`config.mk`:
```
export PLATFORM = sky130hd
export DESIGN_NAME = fetch_unit
export DESIGN_NICKNAME = d
export VERILOG_FILES = /design/src/rtl/fetch_unit.sv
export SDC_FILE = /design/constraint.sdc
export NUM_CORES = 1
export LEC_CHECK = 0
export BUFFER_PORTS_ARGS = -buffer_cell sky130_fd_sc_hd__buf_2
export CORE_MARGIN = 4
export CORE_UTILIZATION = 40
export CTS_CLUSTER_DIAMETER = 80
export DETAILED_ROUTE_END_ITERATION = 8
export HOLD_SLACK_MARGIN = 0.15
export PLACE_DENSITY = 0.66
export SETUP_SLACK_MARGIN = 0.05
export SLEW_MARGIN = 20
export SYNTH_ARGS = -nofsm -noshare
export SYNTH_HDL_FRONTEND = slang
export SYNTH_SLANG_ARGS = --single-unit
```
`constraint.sdc`:
```
create_clock -name clk -period 2.2 [get_ports clk]
set_input_delay 0.44 -clock clk [delete_from_list [all_inputs] [get_ports clk]]
set_output_delay 0.44 -clock clk [all_outputs]
set_load 0.02 [all_outputs]
```
`src/rtl/fetch_unit.sv`:
```
// Instruction fetch stage: owns pc_F, talks to the icache and fills the F/D
// pipeline register. A small FSM rides out icache misses and, when a redirect
// arrives during a line fill, parks the target until the fill has drained.
//
//   state     | meaning
//   ----------+---------------------------------------------------------------
//   RUN       | normal fetch, one instruction per hit
//   WAIT_MISS | icache miss outstanding, waiting for the hit at pc_F
//   DROP      | redirected during a fill; discard returns, then jump to target
module fetch_unit #(
  parameter int              XLEN      = 32,
  parameter logic [XLEN-1:0] RESET_PC  = 32'h0000_1000,
  parameter logic [XLEN-1:0] NOP_INSTR = 32'h0000_0013
) (
  input  logic            clk,
  input  logic            reset,
  input  logic            stall_F_in,
  input  logic            flush_D_in,
  input  logic [1:0]      pc_src_in,
  input  logic [XLEN-1:0] pc_target_in,
  input  logic            icache_hit_in,
  input  logic [XLEN-1:0] icache_instr_in,
  input  logic            icache_mem_req_in,
  output logic            icache_req_out,
  output logic [XLEN-1:0] icache_addr_out,
  output logic [XLEN-1:0] instr_D_out,
  output logic [XLEN-1:0] pc_D_out,
  output logic [XLEN-1:0] pc_plus4_D_out,
  output logic            valid_D_out
);

  // pc_src encoding: only FROM_A redirects, every other code is sequential.
  localparam logic [1:0] FROM_A = 2'b01;

  typedef enum logic [1:0] {RUN, WAIT_MISS, DROP} state_e;

  state_e          state;
  state_e          state_nxt;
  logic [XLEN-1:0] pc_F;
  logic [XLEN-1:0] pc_F_nxt;
  logic [XLEN-1:0] redirect_pc;
  logic [XLEN-1:0] redirect_pc_nxt;
  logic [XLEN-1:0] pc_plus4_F;
  logic [XLEN-1:0] target_aligned;
  logic            redirect;
  logic            fd_capture;
  logic            fd_hold;

  assign redirect       = (pc_src_in == FROM_A);
  assign target_aligned = {pc_target_in[XLEN-1:2], 2'b00};
  // Plain XLEN-bit add, so the top word wraps to zero.
  assign pc_plus4_F     = pc_F + XLEN'(4);

  // State register.
  always_ff @(posedge clk) begin
    if (reset) state <= RUN;
    else       state <= state_nxt;
  end

  // Next-state logic.
  always_comb begin
    state_nxt = state;
    case (state)
      RUN:       if (!redirect && !stall_F_in && !icache_hit_in) state_nxt = WAIT_MISS;
      WAIT_MISS: begin
        if (redirect)           state_nxt = DROP;
        else if (icache_hit_in) state_nxt = RUN;
      end
      DROP:      if (!icache_mem_req_in) state_nxt = RUN;
      default:   state_nxt = RUN;
    endcase
  end

  // Output and datapath control decode.
  always_comb begin
    icache_req_out  = !reset;
    icache_addr_out = pc_F;
    pc_F_nxt        = pc_F;
    redirect_pc_nxt = redirect_pc;
    fd_capture      = 1'b0;
    fd_hold         = 1'b0;
    case (state)
      RUN: begin
        if (redirect) begin
          pc_F_nxt = target_aligned;
        end else if (stall_F_in) begin
          // A hit under stall is not consumed; the same pc_F is fetched again.
          fd_hold = 1'b1;
        end else if (icache_hit_in) begin
          fd_capture = 1'b1;
          pc_F_nxt   = pc_plus4_F;
        end
      end
      WAIT_MISS: begin
        // pc_F stays put on redirect so the outstanding fill can complete.
        if (redirect) begin
          redirect_pc_nxt = target_aligned;
        end else if (icache_hit_in && !stall_F_in) begin
          fd_capture = 1'b1;
          pc_F_nxt   = pc_plus4_F;
        end
      end
      DROP: begin
        if (redirect) redirect_pc_nxt = target_aligned;
        if (!icache_mem_req_in) pc_F_nxt = redirect_pc_nxt;
      end
      default: ;
    endcase
  end

  // PC and parked redirect target.
  always_ff @(posedge clk) begin
    if (reset) begin
      pc_F        <= RESET_PC;
      redirect_pc <= RESET_PC;
    end else begin
      pc_F        <= pc_F_nxt;
      redirect_pc <= redirect_pc_nxt;
    end
  end

  // F/D register: flush beats everything but reset; bubbles keep pc fields.
  always_ff @(posedge clk) begin
    if (reset) begin
      instr_D_out    <= NOP_INSTR;
      pc_D_out       <= '0;
      pc_plus4_D_out <= '0;
      valid_D_out    <= 1'b0;
    end else if (flush_D_in) begin
      instr_D_out <= NOP_INSTR;
      valid_D_out <= 1'b0;
    end else if (fd_capture) begin
      instr_D_out    <= icache_instr_in;
      pc_D_out       <= pc_F;
      pc_plus4_D_out <= pc_plus4_F;
      valid_D_out    <= 1'b1;
    end else if (!fd_hold) begin
      instr_D_out <= NOP_INSTR;
      valid_D_out <= 1'b0;
    end
  end

endmodule

```
==> impl_summary.md, run 1 <==
Timing
The setup TNS is 0 ns. In the finished design, the share of the clock period the worst path needs comes to between 90 and 100%. The final max-slew violation count is 0. The maximum achievable frequency is just under 500 MHz. The total count of hold-check failures in the final report is 0.

Setup violations remaining at the end of the flow were counted as 0. The slew at the pin closest to its max-slew limit is 0.676 ns. In this run the tightest slew margin relative to its limit is 54.8%. Setup repair after global routing could not meet its margin everywhere.

The time the final worst path needs with I/O delays and setup is about 2.1 ns. The final clock skew is between 0.009 and 0.01 ns. The final worst setup slack is roughly 0.12 ns.

Yosys
During synthesis, Yosys emitted a total of 0 warnings. The commonest cells after synthesis are sky130_fd_sc_hd__nand2_1 (182), sky130_fd_sc_hd__dfxtp_1 (161), sky130_fd_sc_hd__nor2_1 (99). The count of unique library cells instantiated by Yosys is just over 70. The most frequent cell after synthesis is sky130_fd_sc_hd__nand2_1. The number of synthesized register bits is 161. The mean instance size in the synthesized netlist is 7.74 sq um. The biggest area contributor in the post-synthesis netlist is sky130_fd_sc_hd__dfxtp_1. For this run, asynchronously set or reset flops after synthesis account for 0%. Counting every instance in the synthesized netlist gives around 1k.

The number of flops mapped to enable cells by yosys is 0. The commonest register cell after synthesis is sky130_fd_sc_hd__dfxtp_1. The area of the mapped netlist is slightly below 8000 sq um. The part of the Yosys area used for sequential elements is roughly two fifths. The net count after synthesis is ~1.1k. The area share of the leading cell type in the synthesized netlist is approximately two fifths. Yosys attributes the largest share of cell area to sky130_fd_sc_hd__dfxtp_1 (41%), sky130_fd_sc_hd__nand2_1 (8.7%), sky130_fd_sc_hd__a21oi_1 (6.1%).

Floorplanning
The number of placed I/O pins is 202. The die covers about 22000 sq um. After floorplanning, the core was divided into 50 placement rows. The core area is approximately 19000 sq um. The die is approximately 150 microns tall. The overall die width is between 100 and 150 microns. For this configuration, the core starts out at a cell density of a little over 40%.

Worst setup path
The critical path in this run is classified as register to register. The required time at the endpoint of the critical path is 2.50 ns. The largest fanout of any net on the critical path is 8.

The critical path buffer and inverter count is 2. The critical path launch point type is a register. The signal on the critical path passes through inv_1 > ha_2 > or3b_1 > nand2_1 > buf_4 > nor3_1 > a221oi_1 > o32ai_1. The critical path endpoint category is a register. The slowest stage of the critical path belongs to the cell sky130_fd_sc_hd__or3b_1. Broken down by cell family, the worst path's largest delay share belongs to simple AND/OR/NAND/NOR gates.

For this run, the slowest stage of the critical path takes 0.44 ns. Data on the critical path arrives at its endpoint at between 2 and 2.5 ns.

Clocking
Clock tree synthesis found a total of 161 sinks. Hold repair after CTS inserted 0 buffers. The maximum clock insertion buffer count is 2.

The post-CTS clock slew at the launch and capture registers of the worst setup and hold paths is approximately 0.070 ns. The number of CTS-inserted buffers is 17. The later pin in the worst-skew pair is clocked with a latency of around 0.43 ns. The number of levels the H-tree was split into is 4. The CTS tree is built. In this run the clock root is driven by a sky130_fd_sc_hd__clkbuf_16.

Power
The net switching fraction of the power is ~33%. The relative contribution of sequential cells to total power is roughly 40%. The clock network accounts for 36.1% of the total power. In this run the power density over the cells is around 800 nW/um^2.

Internal power comes to ~5.4 mW. VDD sags by at most approximately 0.00048 V. The share of total power dissipated in combinational logic is between 20% and 30%.

The switching power of the nets is 2.63 mW. Summed over all cells, the static leakage comes to between 4 and 5 nW.

Route
Once detail routing completed, the nets flagged for antenna violations numbered 0. The number of vias in the routed layout is 8216. The ratio of routed vias to standard cells is 5.47. The count of unresolved DRC violations after routing is 0. The final layout contains routed wiring with a total length of between 20 and 30 mm. The mean routed wirelength per cell is around 18 microns.

The number of DRC markers in iteration 0 is 820. The first detailed-routing pass took 5 iterations.

Outcome
The run finished with clean final reports.

Finish
The number of fill cells in the layout is ~1.9k. Compared with the post-synthesis result, the final layout area differs by 30.2%. Cells with a size suffix above 1 make up between 20% and 30% of the layout. The final core utilization is 53.8%. After the flow finishes, the layout carries non-filler instances totaling 1501. The final-stage net count is ~1.3k.

Place
The sum of net half-perimeters after detailed placement is 19.7 mm. The cell total after placement is ~1.5k. The placer's final routability congestion estimate is between 0.9 and 1.

The total of buffers placed on input and output ports is 199. The setup slack at placement is -0.232 ns.

Global routing
The global-route wire length before repair is about 42 mm. Entering global routing, the biggest net connects 50 pins. The overflow left after global routing is 0.

The via count of the first global-routing pass is between 7k and 8k. The combined global-route utilization of all metal layers is 23.8%. The number of antenna violations at the first check in global routing is 2.

Worst hold path
The path type of the worst min-delay path is input pin to register.

Job
Across the run, the number of max-cap violations was 0.
## worst paths after layout
kind | from | end | slack, ns | depth (start not counted)
min | icache_instr_in[4] | instr_D_out[4] | 0.23 | 3
max | state[1] | icache_addr_out[7] | 0.12 | 8
max reg2reg | state[1] | icache_addr_out[7] | 0.12 | 8
min reg2reg | redirect_pc[1] | redirect_pc[1] | 0.44 | 2
## metrics by stage
| step | hold slack, ns | cell area (sq um) | total power [mW] |
|---|---|---|---|
| 6_report | 0.227 | 10200 | 8.07 |
| 5_1_grt | 0.221 | 10200 | 8.42 |
| 4_1_cts | 0.207 | 10100 | 8.06 |
| 3_5_place_dp | 0.432 | 9510 | 5.13 |
| 3_3_place_gp | 0.429 | 9510 | 5.11 |
| 2_1_floorplan | 0.416 | 7830 | 4.32 |
## routing by layer
| layer | vias up | wire length [microns] | GRT usage (%) |
|---|---|---|---|
| met3 | 33 | 2370 | 6.25 |
| li1 | 4019 | - | - |
| met5 | - | 12 | 0 |
| met4 | 2 | 393 | 6.10 |
| met2 | 355 | 11700 | 35.8 |
| met1 | 3807 | 12100 | 33.9 |
## power by group through the flow
stage               Clock, mW  Sequential [mW]  Combinational, mW
finish                   2.92             3.20               1.95
global route             3.10             3.22               2.10
CTS                      2.98             3.20               1.89
detailed placement          0             3.26               1.86
global placement            0             3.26               1.85
floorplan                   0             3.36              0.962
## registers in the layout, indices dropped and copies added, names as in the netlist
signal,count
state,2
pc_D_out,32
valid_D_out,1
icache_addr_out,32
instr_D_out,32
pc_plus4_D_out,30
redirect_pc,32
## final cells by class
type	instances	area, sq um	area share [%]
Antenna cell	1	2.50	0.0245
Clock buffer	19	453	4.44
Clock inverter	13	125	1.23
Inverter	18	67.6	0.662
Multi-Input combinational cell	738	4210	41.2
Sequential cell	161	3220	31.6
Tap cell	260	325	3.19
Timing Repair Buffer	291	1800	17.6
## cell families (layout without fill, tap and decap cells)
family          Yosys count  after routing  synth area share (%)
other cells               0              1                     0
compound gates          283            283                  23.4
simple gates            421            421                  25.0
flops                   161            161                  41.2
buf+inv                 113            341                  6.29
mux                       4              4                 0.527
xor+xnor                 25             25                  2.80
fa+ha+maj                 5              5                 0.799
## worst reg2reg max path, stage by stage (launching register included)
cell and delay, ns:
sky130_fd_sc_hd__dfxtp_2 0.33, sky130_fd_sc_hd__inv_1 0.08, sky130_fd_sc_hd__ha_2 0.32, sky130_fd_sc_hd__or3b_1 0.44, sky130_fd_sc_hd__nand2_1 0.17, sky130_fd_sc_hd__buf_4 0.20
sky130_fd_sc_hd__nor3_1 0.06, sky130_fd_sc_hd__a221oi_1 0.21, sky130_fd_sc_hd__o32ai_1 0.13
## placed cells by master, fill, tap and decap left out, types with 11 or more instances in the layout
cell / n
sky130_fd_sc_hd__a22oi_1: 30
sky130_fd_sc_hd__clkbuf_16: 17
sky130_fd_sc_hd__o31ai_1: 11
sky130_fd_sc_hd__nand2_1: 180
sky130_fd_sc_hd__a211oi_1: 35
sky130_fd_sc_hd__inv_1: 17
sky130_fd_sc_hd__nand3_1: 33
sky130_fd_sc_hd__nor2_1: 97
sky130_fd_sc_hd__dfxtp_1: 160
sky130_fd_sc_hd__o21ai_0: 42
sky130_fd_sc_hd__buf_2: 198
sky130_fd_sc_hd__nor3_1: 22
sky130_fd_sc_hd__a21oi_1: 95
sky130_fd_sc_hd__nand4_1: 16
sky130_fd_sc_hd__and3_1: 11
sky130_fd_sc_hd__o211ai_1: 12
sky130_fd_sc_hd__buf_4: 84
sky130_fd_sc_hd__xnor2_1: 18
## what timing repair did
item                                    4_1_cts  5_1_grt
resized for setup                             5       17
endpoints found under the hold margin         0        0
setup buffers                                 0        3
pin swaps                                     0        5
endpoints found under the setup margin       22       25
Power figures use the tool's default switching activity.
==> run 2, diff against run 1 <==
--- a/config.mk
+++ b/config.mk
@@ -5,6 +5,7 @@
 export SDC_FILE = /design/constraint.sdc
 export NUM_CORES = 1
 export LEC_CHECK = 0
+export ABC_AREA = 1
 export BUFFER_PORTS_ARGS = -buffer_cell sky130_fd_sc_hd__buf_2
 export CORE_MARGIN = 4
 export CORE_UTILIZATION = 40
==> run 2 against run 1 <==
  * Sequential cell count is the same
  * Worst setup slack gained 0.11 ns
  * Synthesized cell count grew 14%
  * First-iteration DRC count is 35% lower
  * Sequential share of layout area grew 1.9 points
==> impl_summary.md, run 2 <==
Power
The largest vdd supply drop was 0.000777 V (was 0.000481 V). The ratio of total power to cell area was 1240 nW/um^2 (was 791 nW/um^2). The total design power came to 12.0 mW (was 8.07 mW). The leakage component of the power is 4.54 nW (was 4.03 nW).

Clocking
The cell chosen for the clock root was sky130_fd_sc_hd__clkbuf_16 (unchanged). The CTS tree is built (unchanged). The maximum clock insertion buffer count was 2 (unchanged). The clock network latency to the later pin of the worst-skew pair is 0.43 ns (about the same).

The number of CTS-inserted buffers is 17 (unchanged). The clock net sink count is 161 (unchanged). The post-CTS setup-driven buffer insertion count is 0 (unchanged). The number of levels the H-tree was split into is 4 (unchanged). The post-CTS clock slew at the launch and capture registers of the worst setup and hold paths came to 0.07 ns (about the same).

Worst setup path
The critical path endpoint category is a register (unchanged). The critical path class is register to register (unchanged). The most repeated library cell on the critical path is sky130_fd_sc_hd__inv_1. The critical path launch point type is a register (unchanged). The largest fanout of any net on the critical path is 16 (was 8). Cell-by-cell trace of the critical path: inv_1 > ha_1 > o21ai_2 > nor2_4 > clkinvlp_4 > nor2_1 > inv_1 > a21oi_1 (was inv_1 > ha_2 > or3b_1 > nand2_1 > buf_4 > nor3_1 > a221oi_1 > o32ai_1). The required time at the endpoint of the critical path is 2.56 ns (was 2.50 ns). The data arrival time of the worst path is 2.33 ns (was 2.38 ns). The endpoint of the most critical register-to-register path is pc_plus4_D_out[2] (was icache_addr_out[7]). The origin of the critical flop-to-flop path is state[0] (was state[1]). The stage delay of the slowest cell on the critical path was 0.39 ns (was 0.44 ns). The register-to-register setup slack is 0.23 ns (was 0.12 ns). The slowest stage cell on the critical path was sky130_fd_sc_hd__clkinvlp_4 (was sky130_fd_sc_hd__or3b_1).

The depth of the worst register-to-register path is 8 (unchanged).

Yosys
The Yosys warning count is 0 (unchanged). The number of synthesized register bits is 161 (unchanged). The count of unique library cells instantiated by Yosys was 34 (was 72). The net count after synthesis is 1229 (was 1089). The synthesized instance count is 1152 (was 1012). The area share of the leading cell type in the synthesized netlist is 41.5% (was 41.2%). The number of flops mapped to enable cells by yosys is 0 (unchanged). The area of the mapped netlist is 7760 sq um (was 7830 sq um). The commonest register cell after synthesis is sky130_fd_sc_hd__dfxtp_1 (unchanged). The most frequent cell after synthesis is sky130_fd_sc_hd__nand2_1 (unchanged).

The mean instance size in the synthesized netlist came to 6.74 sq um (was 7.74 sq um). Top cells by area in the synthesized netlist: sky130_fd_sc_hd__dfxtp_1 (42%), sky130_fd_sc_hd__nand2_1 (15%), sky130_fd_sc_hd__a21oi_1 (8.7%) (was sky130_fd_sc_hd__dfxtp_1 (41%), sky130_fd_sc_hd__nand2_1 (8.7%), sky130_fd_sc_hd__a21oi_1 (6.1%)). The post-synthesis async set-or-reset flop share is 0% (unchanged). Most numerous cell types in the synthesized netlist: sky130_fd_sc_hd__nand2_1 (309), sky130_fd_sc_hd__dfxtp_1 (161), sky130_fd_sc_hd__a21oi_1 (135) (was sky130_fd_sc_hd__nand2_1 (182), sky130_fd_sc_hd__dfxtp_1 (161), sky130_fd_sc_hd__nor2_1 (99)).

The cell type with the highest aggregate area in the netlist is sky130_fd_sc_hd__dfxtp_1 (unchanged). The part of the Yosys area used for sequential elements is 41.5% (was 41.2%).

Worst hold path
The path type of the worst min-delay path is input pin to register (unchanged). The worst hold path startpoint is icache_instr_in[0] (was icache_instr_in[4]). The number of instances on the worst hold path is 3 (unchanged). The terminating pin of the worst hold path is instr_D_out[0] (was instr_D_out[4]).

Floorplanning
The area of the die was 21700 sq um (was 21900 sq um). The effective utilization at floorplan came to 41.1% (was 41.3%). The die height is 147 microns (was 148 microns). The row count came to 50 (unchanged).

The overall die width came to 147 microns (was 148 microns). The core area is 18900 sq um (was 19000 sq um). The number of placed I/O pins came to 202 (unchanged).

Finish
The commonest non-fill, non-tap cell in the layout is sky130_fd_sc_hd__nand2_1 (was sky130_fd_sc_hd__buf_2). The final-stage net count was 1411 (was 1304). The final instance count without filler cells is 1607 (was 1501). Most frequent cells in the layout: sky130_fd_sc_hd__nand2_1 (309), sky130_fd_sc_hd__buf_2 (199), sky130_fd_sc_hd__dfxtp_1 (161) (was sky130_fd_sc_hd__buf_2 (198), sky130_fd_sc_hd__nand2_1 (180), sky130_fd_sc_hd__dfxtp_1 (160)). The synthesis-to-layout area growth was 24.0% (was 30.2%). The number of fill cells in the layout was 1938 (was 1869). The fraction of layout instances using a drive strength above 1 is 22.3% (was 29.0%). The number of antenna repair diodes is 0 (was 1).

Route
The wire length after detailed routing came to 24.3 mm (was 26.5 mm). The number of DRC markers in iteration 0 is 535 (was 820). The ratio of routed vias to standard cells is 4.96 (was 5.47). The number of vias in the routed layout is 7973 (was 8216).

The number of antenna-violating nets in the routed design is 0 (unchanged). The mean routed wirelength per cell is 15.1 microns (was 17.7 microns). The count of unresolved DRC violations after routing is 0 (unchanged). The detailed-routing iteration count for the pre-antenna-repair pass is 5 (unchanged).

Place
The total of buffers placed on input and output ports is 199 (unchanged). The sum of net half-perimeters after detailed placement is 17.4 mm (was 19.7 mm). The cell total after placement was 1574 (was 1465). The setup slack at placement was -0.0440 ns (was -0.232 ns). The placer's final routability congestion estimate is 0.865 (was 0.929).

Timing
The maximum achievable frequency was 507 MHz (was 481 MHz). The time the final worst path needs with I/O delays and setup came to 1.97 ns (was 2.08 ns). The final worst setup slack is 0.227 ns (was 0.120 ns).

The final max-slew violation count was 0 (unchanged). The final clock period utilization by the worst path is 89.7% (was 94.6%). The slew at the pin closest to its max-slew limit is 0.923 ns (was 0.676 ns).

The final clock skew was 0.00576 ns (was 0.00979 ns). The count of endpoints failing setup in the final report is 0 (unchanged). RSZ-0062 raised after global routing: yes (unchanged). The final hold slack is 0.217 ns (was 0.227 ns). The remaining max-slew budget at the tightest pin came to 38.4% (was 54.8%).

The setup TNS is 0 ns (unchanged). The total count of hold-check failures in the final report is 0 (unchanged).

Global routing
The number of antenna violations at the first check in global routing came to 6 (was 2). The largest net degree at the start of global routing is 93 (was 50). The via count of the first global-routing pass is 7385 (was 7431).

The global-route wire length before repair is 38.8 mm (was 41.5 mm). The overflow left after global routing is 0 (unchanged). The combined global-route utilization of all metal layers is 22.1% (was 23.8%).

Outcome
Status: finished clean (unchanged).

Job
The reported max-cap violation count came to 0 (unchanged).
## run 2: changes by cell type in the layout (fill, tap and decap cells not counted), moves of 30 or more
cell | before | now
sky130_fd_sc_hd__a22oi_1 | 30 | 0
sky130_fd_sc_hd__a21oi_1 | 95 | 135
sky130_fd_sc_hd__inv_1 | 17 | 106
sky130_fd_sc_hd__nand2_1 | 180 | 309
sky130_fd_sc_hd__buf_4 | 84 | 27
sky130_fd_sc_hd__o21ai_0 | 42 | 129
## run 2: cells by family after synthesis
logic type	share of synthesized area, %
flops	41.5
buf+inv	9.55
fa+ha+maj	0.806
xor+xnor	1.53
mux	0.645
simple gates	26.4
compound gates	19.6
## run 2: critical path: cells and delay by family, from the launching register on
family | cells | cell delay, ns
buffers and inverters | 3 | 0.55
and+or+nand+nor | 2 | 0.47
DFF | 1 | 0.33
adders and majority gates | 1 | 0.29
AOI/OAI and AO/OA | 2 | 0.24
## run 2: routing by layer
| layer | vias to the layer above | GRT usage [%] | routed length, microns |
|---|---|---|---|
| li1 | 4057 | - | - |
| met1 | 3569 | 29.8 | 10900 |
| met2 | 288 | 34.0 | 10600 |
| met3 | 47 | 6.63 | 2140 |
| met4 | 12 | 7.50 | 613 |
| met5 | - | 0 | 63 |
## run 2: power by group
group          switching (mW)  leakage [nW]  total (mW)  internal, mW
Combinational            3.42          2.96        5.08          1.65
Sequential              0.538          1.31        3.99          3.45
Clock                    1.31         0.267        2.91          1.60
Total                    5.27          4.54        12.0          6.70
## run 2: area by class of cell
type	count	area [sq um]	area share, %
tap	260	325	3.38
clock buffer	18	439	4.56
multi-input combinational	811	3800	39.5
clock inverter	14	133	1.38
timing repair buffer	230	1270	13.2
sequential	161	3220	33.5
inverter	112	424	4.41
timing repair inverter	1	7.51	0.0780
## run 2: what timing repair did
action | 4_1_cts | 5_1_grt
hold buffers | 0 | 0
pin swaps | 0 | 0
resized for setup | 1 | 2
cloned | 0 | 1
endpoints found under the setup margin | 20 | 20
## run 2: how the worst max path moves through the flow
stage	cells after the start	slack, ns	from	to
after floorplan	10	0.47	icache_addr_out[2]	icache_addr_out[8]
after global placement	8	0.04	state[0]	pc_plus4_D_out[2]
after detailed placement	8	-0.04	state[0]	pc_plus4_D_out[2]
after CTS	8	0.12	state[0]	pc_plus4_D_out[2]
after global routing	8	0.04	state[0]	pc_plus4_D_out[2]
final	8	0.23	state[0]	pc_plus4_D_out[2]
## run 2: stage by stage
| stage | cell area [sq um] | utilization (%) |
|---|---|---|
| CTS | 9610 | 50.9 |
| global route | 9630 | 50.9 |
| finish | 9630 | 50.9 |
| global placement | 9040 | 47.8 |
| floorplan | 7760 | - |
| detailed placement | 9040 | 47.8 |
==> run 3, diff against run 2 <==
--- a/config.mk
+++ b/config.mk
@@ -9,6 +9,7 @@
 export BUFFER_PORTS_ARGS = -buffer_cell sky130_fd_sc_hd__buf_2
 export CORE_MARGIN = 4
 export CORE_UTILIZATION = 40
+export CTS_BUF_LIST = sky130_fd_sc_hd__clkbuf_4 sky130_fd_sc_hd__clkbuf_8
 export CTS_CLUSTER_DIAMETER = 80
 export DETAILED_ROUTE_END_ITERATION = 8
 export HOLD_SLACK_MARGIN = 0.15
==> run 3 against run 2 <==
  * Combinational power is essentially flat
  * Wire length shrank 0.39%
  * Register-to-register slack got worse by 0.02 ns
  * Total power fell by 6.3%
  * Global-route usage shrank 0.065 points
  * Hold slack worse by 0.034 ns
==> impl_summary.md, run 3 (synthesis results as in run 2) <==
Outcome
Status: finished clean (unchanged).

Floorplanning
The overall die width is 147 microns (unchanged). The row count was 50 (unchanged). The number of placed I/O pins is 202 (unchanged). The core area is 18900 sq um (unchanged). The die height is 147 microns (unchanged).

The area of the die is 21700 sq um (unchanged). The effective utilization at floorplan is 41.1% (unchanged).

Worst setup path
The register-to-register setup slack is 0.21 ns (was 0.23 ns). Cell-by-cell trace of the critical path: inv_1 > ha_1 > o21ai_2 > nor2_4 > clkinvlp_4 > nor2_1 > inv_1 > a21oi_1 (unchanged). The logic depth of the worst setup path including buffers came to 8 (unchanged). The critical path class is register to register (unchanged). The critical path launch point type is a register (unchanged). The critical path buffer and inverter count is 3 (unchanged). The launch point of the critical path is state[0] (unchanged). The kind of cell adding the most delay to the critical path is buffers and inverters (unchanged). The slowest stage cell on the critical path is sky130_fd_sc_hd__clkinvlp_4 (unchanged). The critical path endpoint category is a register (unchanged). The depth of the worst register-to-register path is 8 (unchanged). The largest fanout of any net on the critical path is 16 (unchanged). The most repeated library cell on the critical path is sky130_fd_sc_hd__inv_1 (unchanged). The stage delay of the slowest cell on the critical path is 0.40 ns (was 0.39 ns).

The origin of the critical flop-to-flop path is state[0] (unchanged). The required time at the endpoint of the critical path came to 2.59 ns (was 2.56 ns). The worst setup path endpoint is pc_plus4_D_out[2] (unchanged). The data arrival time of the worst path was 2.38 ns (was 2.33 ns). The endpoint of the most critical register-to-register path is pc_plus4_D_out[2] (unchanged).

Place
The cell total after placement is 1574 (unchanged). The total of buffers placed on input and output ports is 199 (unchanged). The cell area after placement is 9040 sq um (unchanged). The setup slack at placement was -0.0440 ns (unchanged). The placer's final routability congestion estimate is 0.865 (unchanged). The sum of net half-perimeters after detailed placement is 17.4 mm (unchanged).

Global routing
The global-route wire length before repair is 38.7 mm (was 38.8 mm). The combined global-route utilization of all metal layers came to 22.1% (about the same). The largest net degree at the start of global routing is 93 (unchanged). The number of antenna violations at the first check in global routing is 6 (unchanged). The overflow left after global routing was 0 (unchanged). The via count of the first global-routing pass is 7350 (was 7385).

Power
The leakage component of the power is 4.46 nW (was 4.54 nW). The largest vdd supply drop is 0.000602 V (was 0.000777 V). The ratio of total power to cell area was 1190 nW/um^2 (was 1240 nW/um^2).

Timing
The remaining max-slew budget at the tightest pin came to 39.0% (was 38.4%). The maximum achievable frequency came to 503 MHz (was 507 MHz). The count of endpoints failing setup in the final report was 0 (unchanged).

The final worst setup slack is 0.211 ns (was 0.227 ns). The final clock skew is 0.0105 ns (was 0.00576 ns). The time the final worst path needs with I/O delays and setup is 1.99 ns (was 1.97 ns). The final clock period utilization by the worst path is 90.4% (was 89.7%). The final max-slew violation count came to 0 (unchanged).

The slew at the pin closest to its max-slew limit came to 0.915 ns (was 0.923 ns). The total count of hold-check failures in the final report is 0 (unchanged). The final hold slack is 0.183 ns (was 0.217 ns).

The setup TNS is 0 ns (unchanged). RSZ-0062 raised after global routing: yes (unchanged).

Route
The wire length after detailed routing was 24.2 mm (was 24.3 mm). The ratio of routed vias to standard cells is 4.94 (was 4.96). The number of DRC markers in iteration 0 was 553 (was 535).

The count of unresolved DRC violations after routing is 0 (unchanged). The mean routed wirelength per cell is 15.1 microns (about the same). The detailed-routing iteration count for the pre-antenna-repair pass was 5 (unchanged). The number of antenna-violating nets in the routed design is 0 (unchanged). The number of vias in the routed layout was 7950 (was 7973).

Worst hold path
The path type of the worst min-delay path is input pin to register (unchanged).

Finish
Most frequent cells in the layout: sky130_fd_sc_hd__nand2_1 (309), sky130_fd_sc_hd__buf_2 (199), sky130_fd_sc_hd__dfxtp_1 (161) (unchanged). The number of antenna repair diodes came to 0 (unchanged). The commonest non-fill, non-tap cell in the layout was sky130_fd_sc_hd__nand2_1 (unchanged).

The synthesis-to-layout area growth is 21.7% (was 24.0%). The finished layout cell area is 9440 sq um (was 9630 sq um). The fraction of layout instances using a drive strength above 1 is 22.3% (about the same). The final instance count without filler cells came to 1608 (was 1607). The final-stage net count is 1412 (was 1411).

Clocking
The CTS tree is built (unchanged). The clock net sink count was 161 (unchanged). The cell chosen for the clock root was sky130_fd_sc_hd__clkbuf_8 (was sky130_fd_sc_hd__clkbuf_16).

The number of levels the H-tree was split into is 4 (unchanged). The maximum clock insertion buffer count is 2 (unchanged). The clock network latency to the later pin of the worst-skew pair came to 0.47 ns (was 0.43 ns). The post-CTS clock slew at the launch and capture registers of the worst setup and hold paths is 0.09 ns (was 0.07 ns).

The post-CTS setup-driven buffer insertion count is 0 (unchanged). The number of CTS-inserted buffers is 17 (unchanged).

Job
The reported max-cap violation count is 0 (unchanged).
## run 3: cell types whose count changed in the layout (fill, tap and decap cells not counted)
| cell | before | now |
|---|---|---|
| sky130_fd_sc_hd__dlygate4sd3_1 | 0 | 1 |
| sky130_fd_sc_hd__clkbuf_8 | 1 | 18 |
| sky130_fd_sc_hd__clkbuf_16 | 17 | 0 |
## run 3: layout make-up
cell class / instances / area, sq um
fillers: 1972 / 9450
multi-input cells: 811 / 3800
flip-flops and latches: 161 / 3220
repair buffers: 231 / 1280
inverters: 112 / 424
well taps: 260 / 325
clock buffers: 18 / 248
clock inverters: 14 / 133
repair inverters: 1 / 7.51
## run 3: worst min path at each step
stage	start	end	cells past startpoint
after global routing	icache_instr_in[0]	instr_D_out[0]	3
final	icache_instr_in[0]	instr_D_out[0]	3
after global placement	redirect_pc[16]	redirect_pc[16]	2
after CTS	icache_instr_in[0]	instr_D_out[0]	3
after floorplan	redirect_pc[17]	redirect_pc[17]	2
after detailed placement	redirect_pc[17]	redirect_pc[17]	2
## run 3: metrics by stage
| stage | power (mW) | util (%) |
|---|---|---|
| floorplan | 7.31 | - |
| global placement | 8.99 | 47.8 |
| detailed placement | 9.04 | 47.8 |
| CTS | 11.2 | 49.9 |
| global route | 12.1 | 50.0 |
| finish | 11.2 | 50.0 |
## run 3: where the power goes
part           switching [mW]  internal [mW]
registers               0.531           3.45
clock network            1.22          0.940
logic                    3.43           1.65
## run 3: worst min-delay path: cells and delay by family
family,cells,cell delay (ns)
AO/OA/AOI/OAI,1,0.06
buffers and inverters,1,0.08
AND/OR/NAND/NOR,1,0.05
## run 3: metal layers
| layer | part of all wire, % | vias up | GRT usage [%] |
|---|---|---|---|
| met2 | 44 | 293 | 34.1 |
| met1 | 45 | 3554 | 29.7 |
| met5 | 0.29 | - | 0 |
| li1 | - | 4055 | - |
| met3 | 9.4 | 36 | 7.62 |
| met4 | 1.7 | 12 | 5.45 |
## run 3: what timing repair did
action	CTS	global route
hold buffers	1	0
gates cloned	0	1
resized for setup	1	2
pin swaps	0	0
hold endpoints to repair	1	0
setup endpoints to repair	21	20
